$ cat src/rtl/trim_ctx_sched.sv
// Context scheduler for trim: queues host ROI contexts and applies exactly one per
// frame, only between frames, by snooping the stream handshake at trim's input.
module trim_ctx_sched #(
    parameter int QUEUE_DEPTH = 2,
    parameter int CNT_WIDTH   = 16
) (
    input  logic                 aclk,
    input  logic                 aclk_reset_n,
    input  logic                 host_push,
    input  logic [2:0]           host_pixel_width,
    input  logic                 host_x_crop_en,
    input  logic [12:0]          host_x_start,
    input  logic [12:0]          host_x_size,
    input  logic [3:0]           host_x_scale,
    input  logic                 host_x_reverse,
    input  logic                 host_y_roi_en,
    input  logic [12:0]          host_y_start,
    input  logic [12:0]          host_y_size,
    input  logic                 host_flush,
    input  logic                 host_clr_err,
    input  logic                 snoop_tvalid,
    input  logic                 snoop_tready,
    input  logic                 snoop_tlast,
    input  logic [3:0]           snoop_tuser,
    output logic [2:0]           aclk_pixel_width,
    output logic                 aclk_x_crop_en,
    output logic [12:0]          aclk_x_start,
    output logic [12:0]          aclk_x_size,
    output logic [3:0]           aclk_x_scale,
    output logic                 aclk_x_reverse,
    output logic                 aclk_y_roi_en,
    output logic [12:0]          aclk_y_start,
    output logic [12:0]          aclk_y_size,
    output logic [1:0]           aclk_load_context,
    output logic                 aclk_grab_queue_en,
    output logic [2:0]           queue_level,
    output logic                 queue_full,
    output logic                 frame_active,
    output logic [12:0]          line_cnt,
    output logic [CNT_WIDTH-1:0] frame_cnt,
    output logic [CNT_WIDTH-1:0] miss_cnt,
    output logic                 err_overrun,
    output logic                 err_sync
);

    localparam int PTR_W = (QUEUE_DEPTH > 1) ? $clog2(QUEUE_DEPTH) : 1;
    localparam logic [12:0] LINE_MAX = '1;

    typedef struct packed {
        logic [2:0]  pixel_width;
        logic        x_crop_en;
        logic [12:0] x_start;
        logic [12:0] x_size;
        logic [3:0]  x_scale;
        logic        x_reverse;
        logic        y_roi_en;
        logic [12:0] y_start;
        logic [12:0] y_size;
    } ctx_t;

    typedef enum logic [1:0] {IDLE, ARMED, FRAME, SKIP} state_t;

    state_t                 state_reg, state_next;
    ctx_t                   slot_reg [QUEUE_DEPTH];
    logic [PTR_W-1:0]       wr_ptr_reg, rd_ptr_reg;
    logic [2:0]             level_reg, level_next;
    ctx_t                   staged_reg;
    logic                   staged_valid_reg;
    ctx_t                   cfg_reg;
    logic                   load_reg, parity_reg;
    logic                   grab_reg, full_reg, active_reg;
    logic [12:0]            line_reg;
    logic [CNT_WIDTH-1:0]   frame_cnt_reg, miss_cnt_reg;
    logic                   err_overrun_reg, err_sync_reg;

    ctx_t host_ctx, head_ctx;
    logic beat, sof_beat, eof_beat, line_end, has_pending;
    logic pop, stage, load_staged, load_head;
    logic miss_inc, frame_inc, sync_err, line_clear, line_inc;
    logic accept, overrun_ev;
    logic unused_sync;

    assign host_ctx = {host_pixel_width, host_x_crop_en, host_x_start, host_x_size,
                       host_x_scale, host_x_reverse, host_y_roi_en, host_y_start,
                       host_y_size};
    assign head_ctx    = slot_reg[rd_ptr_reg];
    assign has_pending = (level_reg != 3'd0);

    assign beat        = snoop_tvalid & snoop_tready;
    assign sof_beat    = beat & snoop_tuser[0];
    assign eof_beat    = beat & snoop_tlast & snoop_tuser[1];
    assign line_end    = beat & snoop_tlast;
    // SOL/EOL are not needed: tlast alone marks the line end.
    assign unused_sync = ^snoop_tuser[3:2];

    function automatic logic [PTR_W-1:0] ptr_inc(input logic [PTR_W-1:0] p);
        return (p == PTR_W'(QUEUE_DEPTH - 1)) ? '0 : p + 1'b1;
    endfunction

    always_comb begin
        state_next  = state_reg;
        pop         = 1'b0;
        stage       = 1'b0;
        load_staged = 1'b0;
        load_head   = 1'b0;
        miss_inc    = 1'b0;
        frame_inc   = 1'b0;
        sync_err    = 1'b0;
        line_clear  = 1'b0;
        line_inc    = 1'b0;
        case (state_reg)
            IDLE: begin
                if (sof_beat) begin
                    // A context popped alongside a missed SOF is held back and
                    // applied at the next IDLE rather than mid-frame.
                    miss_inc = 1'b1;
                    if (!host_flush && !staged_valid_reg && has_pending) begin
                        pop   = 1'b1;
                        stage = 1'b1;
                    end
                    state_next = eof_beat ? IDLE : SKIP;
                end else if (!host_flush && staged_valid_reg) begin
                    load_staged = 1'b1;
                    state_next  = ARMED;
                end else if (!host_flush && has_pending) begin
                    pop        = 1'b1;
                    load_head  = 1'b1;
                    state_next = ARMED;
                end
            end
            ARMED: begin
                if (sof_beat) begin
                    line_clear = 1'b1;
                    if (eof_beat) begin
                        frame_inc  = 1'b1;
                        state_next = IDLE;
                    end else begin
                        state_next = FRAME;
                    end
                end
            end
            FRAME: begin
                if (sof_beat) begin
                    sync_err   = 1'b1;
                    line_clear = 1'b1;
                end else if (line_end) begin
                    line_inc = 1'b1;
                end
                if (eof_beat) begin
                    frame_inc  = 1'b1;
                    state_next = IDLE;
                end
            end
            SKIP: begin
                if (eof_beat) state_next = IDLE;
            end
            default: state_next = IDLE;
        endcase
    end

    // A pop frees a slot in the same cycle, so a push into a full queue still lands.
    always_comb begin
        accept     = host_push && !host_flush && ((level_reg != 3'(QUEUE_DEPTH)) || pop);
        overrun_ev = host_push && !host_flush && !accept;
        if (host_flush) level_next = 3'd0;
        else            level_next = level_reg + {2'b00, accept} - {2'b00, pop};
    end

    always_ff @(posedge aclk) begin
        if (accept) slot_reg[wr_ptr_reg] <= host_ctx;
    end

    always_ff @(posedge aclk or negedge aclk_reset_n) begin
        if (!aclk_reset_n) begin
            state_reg        <= IDLE;
            wr_ptr_reg       <= '0;
            rd_ptr_reg       <= '0;
            level_reg        <= '0;
            staged_reg       <= '0;
            staged_valid_reg <= 1'b0;
            cfg_reg          <= '0;
            load_reg         <= 1'b0;
            parity_reg       <= 1'b0;
            grab_reg         <= 1'b0;
            full_reg         <= 1'b0;
            active_reg       <= 1'b0;
            line_reg         <= '0;
            frame_cnt_reg    <= '0;
            miss_cnt_reg     <= '0;
            err_overrun_reg  <= 1'b0;
            err_sync_reg     <= 1'b0;
        end else begin
            state_reg  <= state_next;
            level_reg  <= level_next;
            full_reg   <= (level_next == 3'(QUEUE_DEPTH));
            grab_reg   <= (state_next == ARMED) || (state_next == FRAME);
            active_reg <= (state_next == FRAME);

            if (host_flush) begin
                wr_ptr_reg       <= '0;
                rd_ptr_reg       <= '0;
                staged_valid_reg <= 1'b0;
            end else begin
                if (accept) wr_ptr_reg <= ptr_inc(wr_ptr_reg);
                if (pop)    rd_ptr_reg <= ptr_inc(rd_ptr_reg);
                if (stage) begin
                    staged_reg       <= head_ctx;
                    staged_valid_reg <= 1'b1;
                end else if (load_staged) begin
                    staged_valid_reg <= 1'b0;
                end
            end

            load_reg <= load_staged | load_head;
            if (load_staged)    cfg_reg <= staged_reg;
            else if (load_head) cfg_reg <= head_ctx;
            if (load_staged || load_head) parity_reg <= ~parity_reg;

            if (line_clear)
                line_reg <= {12'd0, line_end};
            else if (line_inc && line_reg != LINE_MAX)
                line_reg <= line_reg + 13'd1;

            if (frame_inc && frame_cnt_reg != '1) frame_cnt_reg <= frame_cnt_reg + 1'b1;
            if (miss_inc && miss_cnt_reg != '1)   miss_cnt_reg  <= miss_cnt_reg + 1'b1;

            if (overrun_ev)        err_overrun_reg <= 1'b1;
            else if (host_clr_err) err_overrun_reg <= 1'b0;
            if (sync_err)          err_sync_reg    <= 1'b1;
            else if (host_clr_err) err_sync_reg    <= 1'b0;
        end
    end

    assign aclk_pixel_width   = cfg_reg.pixel_width;
    assign aclk_x_crop_en     = cfg_reg.x_crop_en;
    assign aclk_x_start       = cfg_reg.x_start;
    assign aclk_x_size        = cfg_reg.x_size;
    assign aclk_x_scale       = cfg_reg.x_scale;
    assign aclk_x_reverse     = cfg_reg.x_reverse;
    assign aclk_y_roi_en      = cfg_reg.y_roi_en;
    assign aclk_y_start       = cfg_reg.y_start;
    assign aclk_y_size        = cfg_reg.y_size;
    assign aclk_load_context  = {parity_reg, load_reg};
    assign aclk_grab_queue_en = grab_reg;
    assign queue_level        = level_reg;
    assign queue_full         = full_reg;
    assign frame_active       = active_reg;
    assign line_cnt           = line_reg;
    assign frame_cnt          = frame_cnt_reg;
    assign miss_cnt           = miss_cnt_reg;
    assign err_overrun        = err_overrun_reg;
    assign err_sync           = err_sync_reg;

endmodule

$ cat config.mk
export PLATFORM = sky130hd
export DESIGN_NAME = trim_ctx_sched
export DESIGN_NICKNAME = d
export VERILOG_FILES = /design/src/rtl/trim_ctx_sched.sv
export SDC_FILE = /design/constraint.sdc
export NUM_CORES = 1
export LEC_CHECK = 0
export CORE_MARGIN = 2
export CORE_UTILIZATION = 49
export CTS_BUF_LIST = sky130_fd_sc_hd__clkbuf_16
export DETAILED_ROUTE_END_ITERATION = 16
export PLACE_DENSITY = 0.77
export SLEW_MARGIN = 10
export SYNTH_ARGS = -nofsm -noshare
export SYNTH_HDL_FRONTEND = slang
export SYNTH_SLANG_ARGS = --single-unit
$ cat constraint.sdc
create_clock -name aclk -period 5 [get_ports aclk]
set_clock_uncertainty 0.2 [all_clocks]
set_input_delay 0.75 -clock aclk [delete_from_list [all_inputs] [get_ports aclk]]
set_output_delay 0.75 -clock aclk [all_outputs]
set_load 0.02 [all_outputs]
# Word-level counts from Yosys, hierarchy flattened
# Memories as Yosys holds them, arrays and structs flattened.
# Index checks and enable logic that the tools add are counted.
# Widths: inputs -> output; s select.
# op_classes
eq_ne	10
n_bitwise	7
order_cmp	0
n_reduce_logical	28
addsub	7
n_div	0
mux	49
shift	0
multipliers	0
# op_table
cell	n
$mux 62	2
$mux 1	35
$add 16x1->16 const B	2
$ne 16x16->1 const B	2
$mux 13	2
$mux 2	7
$add 13x1->13 const B	1
$ne 13x13->1 const B	1
$reduce_bool 2->1	6
$logic_and 1x1->1	10
$eq 2x2->1 const B	3
$pmux 2 s3	1
$reduce_bool 3->1	2
$and 1x1->1	4
$eq 2x1->1 const B	2
$reduce_or 2->1	2
$add 3x1->3	1
$eq 3x2->1 const B	1
$logic_not 1->1	3
$logic_or 1x1->1	3
$mux 3	1
$ne 3x2->1 const B	1
$sub 3x1->3	1
$add 1x1->1 const B	2
5 further kinds	6
# totals
word_cells	135
ff_bits	184
memories	1
inputBits	74
latch_bits	0
ramBits	124
mem_bits_ro	0
# mem_list
memory	depth	word_bits	read_ports	rd_clocked_by_memory_dff	write_ports	line_no	text
slot_reg	2	62	1	0	1	64	ctx_t slot_reg [QUEUE_DEPTH];

# Depth between registers and ports, before layout
# Gate-level depths: netlist of the first run.
# depth
ltp_word	12
mapped_depth	14

# Least setup slack after synthesis of the first run
# OpenSTA, ideal clock, no wires.
# synth_timing
path_kind	input to register
start	in host_flush
end	mem slot_reg[0][0] (netlist name), enable pin
stages	4
path_buffers	1
path_slack_ps	70
t_arrival_ps	4248
cell_sequence	clkbuf_1 > o311ai_0 > nand2_1 > nor2_1
# synth_via
elab_chain_len	10
# synth_rtl
element	line_no	text
start, declared	19	input logic host_flush,
$logic_not 1->1 (*)	n/a	
$logic_and 1x1->1, on equally long branches	125, 117	
$mux 1 or $logic_and 1x1->1 (tied branches)	125, 117	
$mux 1, on equally long branches	122, 117	
$mux 1	113	if (sof_beat) begin
$mux 1	111	case (state_reg)
$logic_or 1x1->1	163	accept = host_push && !host_flush && ((level_reg != 3'(QUEUE_DEPTH)) || pop);
$logic_and 1x1->1 (*)	163	
$mux 1 (*)	170	if (accept) slot_reg[wr_ptr_reg] <= host_ctx;
$mux 1 (not written as such) (*)	170	
end, declared	64	
# Mark *: on every way between the ends. The rest lies on a longest branch, timed or not.

# Worst setup path after layout of the first run
# layout_timing
start	in host_flush
end	reg full_reg (netlist: queue_full)
# layout_via
elab_chain_len	12
# layout_rtl
element	line_no	text
$logic_not 1->1	n/a	
$logic_and 1x1->1, on equally long branches	125, 117	
$mux 1 or $logic_and 1x1->1 (tied branches)	125, 117	
$mux 1, on equally long branches	122, 117	
$mux 1	113	
$mux 1	111	
$logic_or 1x1->1	163	
$logic_and 1x1->1	163	
$add 3x1->3	166	else level_next = level_reg + {2'b00, accept} - {2'b00, pop};
$sub 3x1->3	166	
$mux 3 (*)	165	if (host_flush) level_next = 3'd0;
named net level_next[2]	66	logic [2:0] level_reg, level_next;
$eq 3x2->1 (*)	195	full_reg <= (level_next == 3'(QUEUE_DEPTH));
end signal, assigned	195	
end, declared	71	logic grab_reg, full_reg, active_reg;
# The timed path passes the listed nets; every way through them passes the cells marked *.
# A chain may end at the register's enable or synchronous reset.

==> flow_metrics.env, run 1 <==
export IMPL_run_status="finished, final reports clean"
export IMPL_unique_masters_post_synth=50
export IMPL_top_usage_layer="met2"
export IMPL_p_int_mw=5.81
export IMPL_cp_max_fo=13
export IMPL_fin_total_pwr_mw=8.57
export IMPL_core_region_area_um2=25000
export IMPL_timing_max_transition_violations_final=0
export IMPL_critical_path_endpoint_type="flop"
export IMPL_grt_use_total_pct=19.5
export IMPL_holdBufCountCts=0
export IMPL_synthesis_area_per_instance_um2=12.1
export IMPL_cts_tree="yes"
export IMPL_cts_htree_levels=1
export IMPL_hold_path_class="input pin to asynchronous set/reset pin"
export IMPL_timing_final_setup_violations=0
export IMPL_vdd_ir_drop_max_v=0.000416
export IMPL_drv_max_cap_violation_count=0
export IMPL_final_common_cell="clkdlybuf4s50_1"
export IMPL_globalRouteOverflowTotal=0
export IMPL_met2_usage_pct=32.9
export IMPL_placed_cells_incl_taps=1500
export IMPL_first_global_vias=8183
export IMPL_drive_gt1_share_pct=5.54
export IMPL_cellPowerDensity_nw_per_um2=551
export IMPL_pwr_share_comb_pct=29.5
export IMPL_numPortBuffers=188
export IMPL_row_count=58
export IMPL_syn_cell_area_um2=12400
export IMPL_antenna_found_initial=2
export IMPL_num_fill_cells=1906
export IMPL_hold_viol=0
export IMPL_floorplan_die_height_um=163
export IMPL_power_leakage_nw=6.32
export IMPL_p_switching_mw=2.76
export IMPL_worst_slew_pin_transition_ns=1.05
export IMPL_detailedRoute_firstIterationViolations=568
export IMPL_grtUsageMet3_pct=4.24
export IMPL_grt_start_max_net_pins=111
export IMPL_postSynthNetCount=1111
export IMPL_boundaryPins=191
export IMPL_clockPowerShare_pct=27.0
export IMPL_initial_core_util_pct=49.6
export IMPL_cts_resized_gates=0
export IMPL_final_cell_area_um2=15600
export IMPL_most_common_layout_cells="187 x clkdlybuf4s50_1, 183 x dfrtp_1, 141 x nand2_1"
export IMPL_synth_warnings=0
export IMPL_area_growth_synth_to_final_pct=25.2
export IMPL_synth_main_ff_cell="dfrtp_1"
export IMPL_insertion_delay_ns=0.55
export IMPL_type_of_the_worst_setup_path="input pin to flop"
export IMPL_worst_ep_required_time_ns=5.25
export IMPL_min_period_over_period_pct=65.5
export IMPL_first_pass_iters=5
export IMPL_finalNetCount=1287
export IMPL_cts_inserted_buffers=31
export IMPL_cts_sinks=308
export IMPL_share_seq_of_total_power_pct=43.5
export IMPL_dp_final_hpwl_um=15800
export IMPL_maxSlewHeadroom_pct=30.0
export IMPL_vias=8223
export IMPL_design_die_area_um2=26600
export IMPL_global_route_wire_length_before_repair_um=41500
export IMPL_number_of_enable_type_register_cells_in_the_synthesized_netlist=124
export IMPL_share_of_synthesized_area_occupied_by_flip_flops_and_latches_pct=67.1
export IMPL_routed_wirelength_um=25500
export IMPL_number_of_drc_violations_after_detailed_routing=0
export IMPL_ff2ff_path_depth=13
export IMPL_grt_met1_usage_pct=25.0
export IMPL_clock_tree_buffer_depth=3
export IMPL_detail_route_vias_per_cell=5.28
export IMPL_worstSetupStartpointType="input pin"
export IMPL_clk_pin_slew_ns=0.06
export IMPL_synth_async_reset_ratio_pct=59.7
export IMPL_synth_seq_cells=308
export IMPL_synth_cells=1027
export IMPL_fin_tns_setup_ns=0
export IMPL_dp_area_um2=14500
export IMPL_timing_fmax_mhz=305
export IMPL_place_congestion=0.796
export IMPL_antenna_violating_nets_remaining=0
export IMPL_netSwitchingFraction_pct=32.2
export IMPL_worst_ep_arrival_time_ns=3.53
export IMPL_setup_repair_after_global_routing_missed_its_margin="no"
export IMPL_largest_register_ff_count=124
export IMPL_cts_root_buf="clkbuf_16"
export IMPL_avgRoutedWirePerCell_um=16.4
export IMPL_finalWorstPathRequiredPeriod_ns=3.28
export IMPL_fin_worst_hold_slack_ns=0.128
export IMPL_postCtsSetupBuffers=0
export IMPL_die_width_um=163
export IMPL_finish_cell_count_without_fillers=1558
-- logic make-up (layout without fill, tap and decap cells) --
family | Yosys count | in the layout | synth area share [%]
AND/OR/NAND/NOR | 316 | 316 | 11.3
flip-flops | 308 | 308 | 67.1
AO/OA/AOI/OAI | 212 | 212 | 8.93
buffers and inverters | 71 | 271 | 3.13
multiplexers | 68 | 68 | 5.52
XOR/XNOR | 42 | 42 | 2.96
adder cells (fa/ha/maj) | 10 | 10 | 1.07
other | 0 | 1 | 0
-- worst paths after layout --
kind,start,to,slack (ns)
max,host_flush,queue_full$_DFF_PN0_,1.72
min,aclk_reset_n,line_cnt[6]$_DFFE_PN0P_,0.13
max reg2reg,state_reg[1]$_DFF_PN0_,queue_full$_DFF_PN0_,1.73
min reg2reg,aclk_y_size[7]$_DFFE_PN0P_,aclk_y_size[7]$_DFFE_PN0P_,0.28
max in group asynchronous,aclk_reset_n,staged_reg[35]$_DFFE_PN0P_,3.55
min in group aclk,aclk_y_size[7]$_DFFE_PN0P_,aclk_y_size[7]$_DFFE_PN0P_,0.28
-- synth_stat cells (5+ instances only) --
master    count  share of area (%)
ha_1          9               0.91
buf_4         9               0.54
dfrtp_1     184                 37
a21oi_1      65                2.6
buf_2        11               0.44
nor4_1        5               0.25
inv_1        17               0.51
nand2_1     141                4.3
o21ai_0     100                4.0
nor2_1       92                2.8
o21ai_1      33                1.3
nand3_1      18               0.73
xor2_1       18                1.3
nand4_1      14               0.71
clkbuf_1     23               0.70
xnor2_1      24                1.7
and4_1        6               0.42
and3_1       10               0.50
edfxtp_1    124                 30
buf_6        10               0.91
nor3_1        7               0.28
mux2i_1      64                5.2
-- power by group through the flow --
stage / Sequential [mW] / Clock, mW / Combinational [mW]
final: 3.73 / 2.31 / 2.53
after global routing: 3.81 / 2.47 / 2.81
after CTS: 3.73 / 2.36 / 2.57
after detailed placement: 3.77 / 0 / 2.55
after global placement: 3.74 / 0 / 2.47
after floorplan: 3.99 / 0 / 1.25
-- stage by stage --
step / setup WS, ns / util [%]
floorplan: 0.0698 / -
global placement: 1.20 / 58.0
detailed placement: 1.16 / 58.0
CTS: 1.70 / 62.1
global route: 1.24 / 62.1
finish: 1.72 / 62.1
-- final cells by class --
class / instances / area (µm²) / share of cell area (%)
inverter: 17 / 63.8 / 0.410
timing repair buffer: 197 / 1990 / 12.8
antenna: 1 / 2.50 / 0.0161
multi-input combinational: 648 / 3720 / 23.9
clock buffer: 31 / 776 / 4.99
tap: 330 / 413 / 2.66
sequential: 308 / 8330 / 53.6
clock inverter: 26 / 250 / 1.61
-- routing by layer --
layer	share of wire [%]	vias up
li1	-	3972
met2	49	207
met3	6.2	55
met4	2.9	2
met1	42	3987
met5	0.047	-
-- critical path, stage by stage --
cell and delay [ns]:
clkdlybuf4s50_1 0.62, o311ai_0 0.80, nand3_1 0.14, o21ai_0 0.10
ha_1 0.16, inv_1 0.05, fa_1 0.36, xor2_1 0.17
xnor2_1 0.13, nor2_1 0.06, nor4_1 0.18
No activity file was read; power rests on OpenSTA's default activity.
==> inputs of run 2 (changes only) <==
Clock period 5 ns to 2.83 ns, I/O delays scaled along.
==> flow_metrics.env, run 2 (same netlist as run 1, synthesis figures left out) <==
export IMPL_power_leakage_nw=6.52
export IMPL_place_congestion=0.843
export IMPL_hold_path_class="input pin to asynchronous set/reset pin"
export IMPL_worstSetupStartpointType="flop"
export IMPL_routed_wirelength_um=26500
export IMPL_floorplan_die_height_um=163
export IMPL_vdd_ir_drop_max_v=0.000639
export IMPL_timing_final_setup_violations=0
export IMPL_number_of_drc_violations_after_detailed_routing=0
export IMPL_netSwitchingFraction_pct=32.7
export IMPL_cts_htree_levels=1
export IMPL_most_common_layout_cells="187 x clkdlybuf4s50_1, 183 x dfrtp_1, 141 x nand2_1"
export IMPL_dp_final_hpwl_um=17400
export IMPL_cp_max_fo=6
export IMPL_insertedDiodeCount=0
export IMPL_drive_gt1_share_pct=8.27
export IMPL_fin_total_pwr_mw=15.3
export IMPL_run_status="finished, final reports clean"
export IMPL_worst_ep_arrival_time_ns=2.97
export IMPL_cts_tree="yes"
export IMPL_final_core_utilization_pct=63.6
export IMPL_hold_viol=0
export IMPL_critical_path_startpoint="state_reg[0]$_DFF_PN0_"
export IMPL_p_switching_mw=5.00
export IMPL_drv_max_cap_violation_count=0
export IMPL_clk_pin_slew_ns=0.06
export IMPL_layout_setup_ws_ns=0.129
export IMPL_share_seq_of_total_power_pct=42.9
export IMPL_area_growth_synth_to_final_pct=28.3
export IMPL_boundaryPins=191
export IMPL_clockPowerShare_pct=25.7
export IMPL_timing_max_transition_violations_final=0
export IMPL_numPortBuffers=188
export IMPL_placed_cells_incl_taps=1529
export IMPL_final_cell_area_um2=15900
export IMPL_row_count=58
export IMPL_grt_start_max_net_pins=75
export IMPL_global_route_wire_length_before_repair_um=42200
export IMPL_globalRouteOverflowTotal=0
export IMPL_dp_area_um2=14900
export IMPL_postCtsSetupBuffers=0
export IMPL_fin_tns_setup_ns=0
export IMPL_cellPowerDensity_nw_per_um2=960
export IMPL_timing_fmax_mhz=370
export IMPL_final_common_cell="clkdlybuf4s50_1"
export IMPL_first_global_vias=8396
export IMPL_initial_core_util_pct=49.6
export IMPL_clock_tree_buffer_depth=3
export IMPL_design_die_area_um2=26600
export IMPL_grt_use_total_pct=19.9
export IMPL_antenna_found_initial=0
export IMPL_pwr_share_comb_pct=31.4
export IMPL_detail_route_vias_per_cell=5.31
export IMPL_type_of_the_worst_setup_path="flop to flop"
export IMPL_first_pass_iters=6
export IMPL_dpl_worst_slack_ns=-0.314
export IMPL_antenna_violating_nets_remaining=0
export IMPL_maxSlewHeadroom_pct=58.6
export IMPL_worstReg2RegStart="state_reg[0]$_DFF_PN0_"
export IMPL_die_width_um=163
export IMPL_cts_root_buf="clkbuf_16"
export IMPL_num_fill_cells=1899
export IMPL_insertion_delay_ns=0.57
export IMPL_detailedRoute_firstIterationViolations=536
export IMPL_min_period_over_period_pct=95.4
export IMPL_core_region_area_um2=25000
export IMPL_fin_worst_hold_slack_ns=0.225
export IMPL_critical_path_endpoint_type="flop"
export IMPL_finish_cell_count_without_fillers=1588
export IMPL_finalNetCount=1317
export IMPL_worst_slew_pin_transition_ns=0.616
export IMPL_largest_register_ff_count=124
export IMPL_worst_ep_required_time_ns=3.10
export IMPL_setup_repair_after_global_routing_missed_its_margin="yes"
export IMPL_avgRoutedWirePerCell_um=16.7
export IMPL_vias=8434
export IMPL_p_int_mw=10.3
export IMPL_cts_sinks=308
export IMPL_cts_inserted_buffers=31
export IMPL_finalWorstPathRequiredPeriod_ns=2.70
[run 2: changes by cell type in the layout (fill, tap and decap cells not counted), sizes merged]
cell	before	now
diode	1	0
clkinv	13	12
buf	9	38
inv	24	28
bufinv	5	3
dlygate4sd3	0	1
[run 2: path summary, 6_finish.rpt]
kind / end / slack (ns) / cells after the start
max: queue_full$_DFF_PN0_ / 0.13 / 14
max reg2reg: queue_full$_DFF_PN0_ / 0.13 / 14
min: line_cnt[6]$_DFFE_PN0P_ / 0.22 / 2
min reg2reg: aclk_y_size[0]$_DFFE_PN0P_ / 0.28 / 2
min in group aclk: slot_reg[0][20]$_DFFE_PP_ / 0.23 / 1
max in group asynchronous: aclk_x_start[9]$_DFFE_PN0P_ / 1.47 / 3
[run 2: worst max-delay path, cell delays in order, from the launching register on]
cell and delay [ns]:
dfrtp_1 0.39, inv_2 0.08, ha_4 0.13, inv_1 0.05
or4_4 0.50, buf_6 0.16, nand3_1 0.08, o21ai_2 0.06
ha_1 0.18, inv_1 0.08, fa_1 0.17, xor2_1 0.17
xnor2_1 0.13, nor2_1 0.08, nor4_2 0.14
[run 2: power groups by stage]
stage	combinational, mW	clock (mW)	sequential [mW]
after floorplan	2.25	0	7.05
after global placement	4.66	0	6.59
after detailed placement	4.81	0	6.63
after CTS	4.84	4.03	6.57
after global routing	5.28	4.21	6.70
final	4.80	3.94	6.56
[run 2: area by class of cell]
cell class / instances / area [µm²] / share of cell area, %
sequential: 308 / 8330 / 52.3
multi-input combinational: 648 / 3760 / 23.6
timing repair buffer: 227 / 2370 / 14.9
clock buffer: 31 / 776 / 4.87
tap: 330 / 413 / 2.59
clock inverter: 27 / 211 / 1.33
inverter: 17 / 63.8 / 0.401
[run 2: metal layers]
layer	track usage, %	wire length [µm]	vias to the layer above
met4	6.40	871	0
met2	34.4	13100	269
met1	24.9	10800	4077
met3	4.57	1770	61
li1	-	-	4027
met5	0	0	-
[run 2: what timing repair did]
action / in CTS / in global routing
endpoints found under the setup margin: 1 / 1
resized for setup: 1 / 4
hold buffers: 1 / 0
hold endpoints to repair: 59 / 0
==> inputs of run 3 (changes only) <==
Settings changed: CORE_MARGIN 2 to default, CORE_UTILIZATION 49 to 54, PLACE_DENSITY 0.77 to 0.8.
Clock period 2.83 ns to 2.5 ns, I/O delays scaled along.
==> flow_metrics.env, run 3 (same netlist as run 1, synthesis figures left out) <==
export IMPL_crit_path_frequent_cell="inv_2"
export IMPL_boundaryPins=191
export IMPL_type_of_the_worst_setup_path="flop to flop"
export IMPL_globalRouteOverflowTotal=0
export IMPL_avgRoutedWirePerCell_um=16.6
export IMPL_fin_worst_hold_slack_ns=0.183
export IMPL_final_common_cell="clkdlybuf4s50_1"
export IMPL_most_common_layout_cells="187 x clkdlybuf4s50_1, 183 x dfrtp_1, 140 x nand2_1"
export IMPL_design_die_area_um2=23600
export IMPL_timing_max_transition_violations_final=0
export IMPL_grt_start_max_net_pins=97
export IMPL_die_width_um=154
export IMPL_detail_route_vias_per_cell=5.42
export IMPL_run_status="finished, violations left"
export IMPL_finalNetCount=1328
export IMPL_first_global_vias=8363
export IMPL_fin_total_pwr_mw=17.5
export IMPL_grt_use_total_pct=22.4
export IMPL_min_period_over_period_pct=108
export IMPL_cp_max_delay_cell="or4_4"
export IMPL_cp_max_fo=4
export IMPL_drive_gt1_share_pct=9.61
export IMPL_critical_path_endpoint_type="flop"
export IMPL_drv_max_cap_violation_count=0
export IMPL_dp_final_hpwl_um=17200
export IMPL_power_leakage_nw=6.56
export IMPL_insertedDiodeCount=0
export IMPL_largest_register_ff_count=124
export IMPL_place_congestion=0.884
export IMPL_worst_slew_pin_transition_ns=0.605
export IMPL_path_cells="inv_2, ha_4, inv_4, or4_4, o21ai_2, ha_2, inv_2, fa_2, xor2_1, xnor2_1, nor2_1, nor4_1"
export IMPL_cts_htree_levels=1
export IMPL_cpPeakStageDelay_ns=0.50
export IMPL_dpl_worst_slack_ns=-0.391
export IMPL_cts_root_buf="clkbuf_16"
export IMPL_vias=8427
export IMPL_timing_fmax_mhz=371
export IMPL_violations="setup timing"
export IMPL_core_region_area_um2=22600
export IMPL_maxSlewHeadroom_pct=59.7
export IMPL_setup_repair_after_global_routing_missed_its_margin="yes"
export IMPL_floorplan_die_height_um=154
export IMPL_final_core_utilization_pct=70.8
export IMPL_cts_sinks=308
export IMPL_row_count=55
export IMPL_timing_final_setup_violations=2
export IMPL_number_of_cells_on_the_worst_hold_path=1
export IMPL_cellPowerDensity_nw_per_um2=1100
export IMPL_number_of_drc_violations_after_detailed_routing=0
export IMPL_ff2ff_path_depth=12
export IMPL_first_pass_iters=5
export IMPL_insertion_delay_ns=0.57
export IMPL_clk_pin_slew_ns=0.06
export IMPL_hold_viol=0
export IMPL_cts_tree="yes"
export IMPL_finalWorstPathRequiredPeriod_ns=2.69
export IMPL_antenna_violating_nets_remaining=0
export IMPL_detailedRoute_firstIterationViolations=449
export IMPL_worst_ep_required_time_ns=2.75
export IMPL_clock_tree_buffer_depth=3
export IMPL_worst_ep_arrival_time_ns=2.94
export IMPL_numPortBuffers=188
export IMPL_initial_core_util_pct=55.0
export IMPL_layout_setup_ws_ns=-0.193
export IMPL_global_route_wire_length_before_repair_um=42100
export IMPL_area_growth_synth_to_final_pct=28.6
export IMPL_antenna_found_initial=1
export IMPL_worstSetupStartpointType="flop"
export IMPL_hold_path_class="input pin to flop"
export IMPL_vdd_ir_drop_max_v=0.000702
export IMPL_cts_inserted_buffers=31
export IMPL_routed_wirelength_um=25800
run 3: worst paths after layout:
kind	to	slack, ns	from
hold reg to reg	aclk_y_size[6]$_DFFE_PN0P_	0.28	aclk_y_size[6]$_DFFE_PN0P_
setup / recovery	queue_full$_DFF_PN0_	-0.19	state_reg[0]$_DFF_PN0_
max in group asynchronous	staged_reg[58]$_DFFE_PN0P_	1.16	aclk_reset_n
min in group asynchronous	line_cnt[9]$_DFFE_PN0P_	0.19	aclk_reset_n
hold / removal	slot_reg[0][14]$_DFFE_PP_	0.18	host_y_start[1]
setup reg to reg	queue_full$_DFF_PN0_	-0.19	state_reg[0]$_DFF_PN0_
run 3: critical path, delay by kind of cell, from the launching register on:
kind | cells | cell delay [ns]
and+or+nand+nor | 3 | 0.73
adders and majority gates | 3 | 0.65
AOI/OAI and AO/OA | 1 | 0.16
buffers and inverters | 3 | 0.14
DFF | 1 | 0.39
xor gates and xnor gates | 2 | 0.29
run 3: what timing repair did:
action / 4_1_cts / 5_1_grt
hold endpoints to repair: 61 / 0
hold buffers: 1 / 0
setup endpoints to repair: 2 / 2
setup buffers: 1 / 0
gates resized for setup: 1 / 0
run 3: metal layers:
metal | share of wire (%) | vias to the layer above | GRT usage, % | wire length [µm]
met4 | 2.1 | 0 | 5.05 | 536
met1 | 42 | 4090 | 29.0 | 10800
li1 | - | 4039 | - | -
met5 | 0 | - | 0 | 0
met2 | 50 | 261 | 38.9 | 12800
met3 | 6.5 | 37 | 4.59 | 1680
run 3: area by class of cell:
type	count	area, µm²
inverters	17	66.3
clock inverters	27	248
fillers	1568	6600
flip-flops and latches	308	8330
multi-input cells	648	3770
clock buffers	31	776
repair buffers	238	2430
well taps	285	357
run 3: per-stage QoR:
step	setup TNS [ns]	area, µm²	std cells
6_report	-0.353	16000	1554
5_1_grt	-0.590	16000	1554
4_1_cts	-0.382	16000	1554
3_5_place_dp	-2.62	14900	1494
3_3_place_gp	-0.939	14900	1494
2_1_floorplan	-23.92	12500	1027
run 3: where the power goes:
group	switching [mW]	total [mW]	internal [mW]
logic	3.03	5.55	2.52
clock network	1.90	4.58	2.68
registers	0.776	7.39	6.61
